==> src/rtl/scan_chain_driver.sv <==
// Host-side scan chain initiator: streams bytes onto sc_se/sc_sc and captures sc_so
// into an output byte stream, so configuration load and readback share one pass.
module scan_chain_driver #(
  parameter int CHAIN_LEN = 128
) (
  input  logic       clk,
  input  logic       rst_n,
  input  logic       start,
  output logic       busy,
  output logic       done,
  output logic       err,
  input  logic [7:0] in_data,
  input  logic       in_valid,
  output logic       in_ready,
  output logic [7:0] out_data,
  output logic       out_valid,
  input  logic       out_ready,
  output logic       sc_se,
  output logic       sc_sc,
  input  logic       sc_so
);

  localparam int NBYTES = (CHAIN_LEN + 7) / 8;
  localparam int CW     = $clog2(CHAIN_LEN + 1);
  localparam int BW     = $clog2(NBYTES + 1);

  // IDLE: wait for start | PREFETCH: take first byte | SHIFT: chain moving | DRAIN: flush output, pulse done
  typedef enum logic [1:0] {IDLE, PREFETCH, SHIFT, DRAIN} state_t;

  state_t          state_q, state_d;
  logic [CW-1:0]   cnt_q, cnt_d;
  logic [2:0]      bit_q, bit_d;
  logic [BW-1:0]   in_cnt_q, in_cnt_d;
  logic [7:0]      shreg_q, shreg_d;
  logic [7:0]      next_q, next_d;
  logic            next_vld_q, next_vld_d;
  logic [7:0]      cap_q, cap_d;
  logic [7:0]      out_data_q, out_data_d;
  logic            out_valid_q, out_valid_d;
  logic            err_q, err_d;

  logic            in_ready_c;
  logic            in_hs;
  logic            done_c;
  logic            last;
  logic            underrun;
  logic            overrun;
  logic [7:0]      cap_nx;

  always_ff @(posedge clk or negedge rst_n) begin
    if (!rst_n) begin
      state_q     <= IDLE;
      cnt_q       <= '0;
      bit_q       <= '0;
      in_cnt_q    <= '0;
      shreg_q     <= '0;
      next_q      <= '0;
      next_vld_q  <= 1'b0;
      cap_q       <= '0;
      out_data_q  <= '0;
      out_valid_q <= 1'b0;
      err_q       <= 1'b0;
    end else begin
      state_q     <= state_d;
      cnt_q       <= cnt_d;
      bit_q       <= bit_d;
      in_cnt_q    <= in_cnt_d;
      shreg_q     <= shreg_d;
      next_q      <= next_d;
      next_vld_q  <= next_vld_d;
      cap_q       <= cap_d;
      out_data_q  <= out_data_d;
      out_valid_q <= out_valid_d;
      err_q       <= err_d;
    end
  end

  always_comb begin
    state_d     = state_q;
    cnt_d       = cnt_q;
    bit_d       = bit_q;
    in_cnt_d    = in_cnt_q;
    shreg_d     = shreg_q;
    next_d      = next_q;
    next_vld_d  = next_vld_q;
    cap_d       = cap_q;
    out_data_d  = out_data_q;
    out_valid_d = out_valid_q;
    err_d       = err_q;
    done_c      = 1'b0;
    underrun    = 1'b0;
    overrun     = 1'b0;
    cap_nx      = cap_q;
    last        = (cnt_q == CW'(CHAIN_LEN - 1));

    // in_ready is built from registers only so it never follows in_valid
    in_ready_c = 1'b0;
    if (state_q == PREFETCH) begin
      in_ready_c = 1'b1;
    end else if (state_q == SHIFT) begin
      in_ready_c = !next_vld_q && (in_cnt_q < BW'(NBYTES));
    end
    in_hs = in_valid && in_ready_c;

    if (out_valid_q && out_ready) begin
      out_valid_d = 1'b0;
    end

    case (state_q)
      IDLE: begin
        if (start) begin
          state_d    = PREFETCH;
          err_d      = 1'b0;
          cnt_d      = '0;
          bit_d      = '0;
          in_cnt_d   = '0;
          cap_d      = '0;
          next_vld_d = 1'b0;
        end
      end
      PREFETCH: begin
        if (in_hs) begin
          shreg_d  = in_data;
          in_cnt_d = in_cnt_q + BW'(1);
          state_d  = SHIFT;
        end
      end
      SHIFT: begin
        cnt_d          = cnt_q + CW'(1);
        bit_d          = bit_q + 3'd1;
        shreg_d        = {1'b0, shreg_q[7:1]};
        cap_nx[bit_q]  = sc_so;
        cap_d          = cap_nx;

        if ((bit_q == 3'd7) && !last) begin
          if (next_vld_q) begin
            shreg_d    = next_q;
            next_vld_d = 1'b0;
          end else if (in_hs) begin
            shreg_d  = in_data;
            in_cnt_d = in_cnt_q + BW'(1);
          end else begin
            underrun = 1'b1;
          end
        end else if (in_hs) begin
          next_d     = in_data;
          next_vld_d = 1'b1;
          in_cnt_d   = in_cnt_q + BW'(1);
        end

        // cap is cleared after each move, which zero-pads a short final byte
        if ((bit_q == 3'd7) || last) begin
          if (!out_valid_q || out_ready) begin
            out_data_d  = cap_nx;
            out_valid_d = 1'b1;
            cap_d       = '0;
          end else begin
            overrun = 1'b1;
          end
        end

        if (underrun || overrun) begin
          state_d     = DRAIN;
          err_d       = 1'b1;
          out_valid_d = 1'b0;
          next_vld_d  = 1'b0;
        end else if (last) begin
          state_d = DRAIN;
        end
      end
      DRAIN: begin
        if (!out_valid_q) begin
          done_c  = 1'b1;
          state_d = IDLE;
        end
      end
      default: state_d = IDLE;
    endcase
  end

  assign busy      = (state_q != IDLE);
  assign done      = done_c;
  assign err       = err_q;
  assign in_ready  = in_ready_c;
  assign out_data  = out_data_q;
  assign out_valid = out_valid_q;
  assign sc_se     = (state_q == SHIFT);
  assign sc_sc     = (state_q == SHIFT) && shreg_q[0];

endmodule

==> config.mk <==
export PLATFORM = sky130hd
export DESIGN_NAME = scan_chain_driver
export DESIGN_NICKNAME = d
export VERILOG_FILES = /design/src/rtl/scan_chain_driver.sv
export SDC_FILE = /design/constraint.sdc
export NUM_CORES = 1
export LEC_CHECK = 0
export BUFFER_PORTS_ARGS = -buffer_cell sky130_fd_sc_hd__buf_2
export CORE_UTILIZATION = 40
export DETAILED_ROUTE_END_ITERATION = 12
export PLACE_DENSITY_LB_ADDON = 0.25
export SLEW_MARGIN = 20
export SYNTH_ARGS = -nofsm -noshare
export SYNTH_HDL_FRONTEND = slang
export SYNTH_SLANG_ARGS = --single-unit
==> constraint.sdc <==
create_clock -name clk -period 2.3 [get_ports clk]
set_input_delay 0 -clock clk [delete_from_list [all_inputs] [get_ports clk]]
set_output_delay 0 -clock clk [all_outputs]
set_load 0.02 [all_outputs]
==> results.md <==
* Status: complete, no violations
* Flop-to-flop setup slack at 0.17 ns
* TritonCTS Buffers at 5
* Ys async rst share at 100.0%
* DP Area at 3002 µm²
* Sequential Power Share at 36.7%
* Synth Cell Area at 2765 µm²
* Switching power at 1842 µW
* Flops & latches, synth at 53
* Nets at 344
* Tightest Hold Check Type: in -> reg
* Pin count of the biggest net entering global routing at 54
* Detailed placement HPWL at 4078 µm
* Port bufs at 28
* CP endpoint kind: flip-flop
* Hold path endpoint: next_vld_q
* Ys Warns at 0
* Initial Util at 42.57%
* Count of unique library cells instantiated by Yosys at 47
* Hold_sp: in_valid
* Hold Vio Cnt, Final at 0
* Crit-path slowest cell: dfrtp_1
* Logic pwr share at 50.0%
* Actual slew at the worst max-slew pin at 0.4843 ns
* ANT nets after route at 0
* CP arrival at 2.34 ns
* Io pins at 29
* Core area at 6495 µm²
* Net Count, Synth at 307
* PnR Total Power at 4281 µW
* Maxcap violations at 0
* DRC violations left at 0
* R2r endpoint: next_q[5]
* Initial antenna violation count at 0
* H-Tree Level Count at 2
* PD cells at 1341 nW/µm²
* Tmin final at 2.132 ns
* Crit-path leading delay family: adder cells
* Seq/Total Area, Yosys at 47.96%
* Vias per inst at 5.320
* Commonest non-fill, non-tap cell in the layout: dfrtp_1
* Skew final at 0.01050 ns
* Setup_tns at 0 ns
* Sw frac at 43.03%
* RSZ-0062 raised after global routing: false
* Worst R2R Start: bit_q[0]
* Peak VDD IR at 0.6215 mV
* CTS max path bufs at 2
* Internal at 2439 µW
* Post-CTS Setup Bufs at 0
* First-pass detailed-route iteration total at 4
* Critical Path RT at 2.50 ns
* Crit path cell chain: ha_1 > ha_1 > o21ai_4 > and4_1 > mux2_2
* Diodes inserted at 0
* Chip height at 85.15 µm
* Primary FF master, synth: dfrtp_1
* CP startpoint kind: flip-flop
* Leak Pwr at 0.001438 µW
* Crit Path Class: reg -> reg
* Layout cells sized above 1 at 18.27%
* Hold Path Cell Cnt at 3
* Hold-fix buffers at CTS at 9
* Clk_lat worst skew at 0.31 ns
* GRT Total Usage at 17.32%
* DR vias at 2128
* Global-route wire length before repair at 10070 µm
* Gp weighted congestion at 0.8152
* Clk slew on worst S/H paths at 0.10 ns
* Buf+Inv Stages, Crit Path at 0
* Most frequent cells in the layout: dfrtp_1 (53), buf_2 (28), nand2_1 (27), nor2_1 (27)
* Tcrit/Tclk final at 92.70%
* Slew margin rel. at 67.47%
* Routed length per instance at 14.19 µm
* CP max stage delay at 0.50 ns
* Clock root buffer: clkbuf_8
* Area delta synth->final at 15.43%
* Gate Count Post-Synth at 285
* Final Max Slew Viols at 0
* Die width at 85.15 µm
* Standard-cell row count at 29
* GRT overflow at 0
* Vias in the first global route at 2120
* CP dominant cell by count: ha_1
* R2R depth at 5
* CTS tree: done
* Post-route cell area at 3192 µm²
* Clk pwr share at 13.3%
* Achievable Freq at 469.0 MHz
* Final setup fails at 0
* WL final at 5674 µm
* Mapped Avg Cell Area at 9.702 µm²
* Die Area at 7250 µm²
* Post-CTS Resized at 0
* Clk sinks at 53
* Post-synth EDFFs at 0
* Maximum fanout along the worst path at 11
* Initial drt markers at 51
==> kinds of logic (layout without fill, tap and decap cells) <==
logic type      count (synthesis)  after routing  synth area share (%)
simple gates                  112            112                 20.27
compound gates                 65             65                 15.57
flops                          53             53                 47.96
buf+inv                        24             62                 3.981
mux                            20             20                 7.647
fa+ha+maj                       8              8                 3.620
xor+xnor                        3              3                0.9504
==> routing by layer <==
metal / GRT usage (%) / share of wire, % / vias to the layer above
met1: 23.98 / 50 / 1007
met4: 4.777 / 0.99 / 0
met3: 3.210 / 3.0 / 6
met2: 27.93 / 46 / 28
met5: 0 / 0 / -
li1: - / - / 1087
==> metrics by stage <==
stage                     setup slack [ns]  std cells  utilization (%)  hold WS (ns)
after floorplan                     0.1329        285                -       -0.2956
after global placement              0.2355        383            46.21       0.02340
after detailed placement            0.1881        383            46.21       0.02145
after CTS                           0.1612        400            49.14       0.03218
after global routing               0.03152        400            49.14       0.05083
final                               0.1680        400            49.14       0.03997
==> area by class of cell <==
type                       count  area, µm²
tap                           77      96.34
clock inverter                 2      17.52
timing repair buffer          45      302.8
multi-input combinational    208       1333
sequential                    53       1326
fill                         613       3303
clock buffer                   6      82.58
inverter                       9      33.78
==> synthesized netlist by cell type, types with 2 or more instances <==
cell type,n,share of area [%]
a21oi_1,17,3.1
a22o_1,5,1.6
a31oi_1,2,0.45
and2_1,2,0.45
and3_1,2,0.45
and4_1,2,0.63
buf_4,3,0.81
clkbuf_1,9,1.2
dfrtp_1,53,48
ha_1,8,3.6
inv_1,9,1.2
mux2_2,9,3.7
mux2i_1,11,4.0
nand2_1,27,3.7
nand2b_1,4,0.90
nand3_1,9,1.6
nand3b_1,2,0.54
nand4_1,3,0.68
nor2_1,27,3.7
nor2b_1,8,1.8
nor3_1,17,3.1
nor3b_1,2,0.54
o21ai_0,16,2.9
o21ai_1,2,0.36
o221ai_1,2,0.63
o22a_1,2,0.63
o22ai_1,8,1.8
o31ai_1,2,0.54
or3_1,2,0.45
xor2_1,3,0.95
==> registers in the layout, summed over array words and instances, names as in the netlist <==
name        cells
in_cnt_q        5
next_vld_q      1
next_q          8
err             1
cnt_q           8
cap_q           8
out_data        8
state_q         2
bit_q           3
shreg_q         8
out_valid       1
==> worst register-to-register path, cell delays in order (launching register included) <==
cell and delay [ns]:
dfrtp_1 0.50, ha_1 0.25, ha_1 0.27, o21ai_4 0.15
and4_1 0.48, mux2_2 0.39
==> power groups by stage <==
| stage | clock network (µW) | logic, µW | registers, µW |
|---|---|---|---|
| after detailed placement | 0 | 2140 | 1590 |
| after floorplan | 0 | 1500 | 1590 |
| after global placement | 0 | 2100 | 1580 |
| final | 570 | 2140 | 1570 |
| after global routing | 629 | 2400 | 1630 |
| after CTS | 595 | 2150 | 1570 |
==> worst max path at each step <==
stage	start	endpoint	slack [ns]	cells after the start
2_1_floorplan	state_q[0]	next_q[0]	0.13	8
3_3_place_gp	bit_q[0]	next_q[2]	0.24	5
3_5_place_dp	bit_q[0]	next_q[4]	0.19	5
4_1_cts	bit_q[0]	next_q[5]	0.16	5
5_1_grt	bit_q[0]	next_q[2]	0.03	5
6_report	bit_q[0]	next_q[5]	0.17	5
No activity file was read; power rests on OpenSTA's default activity.
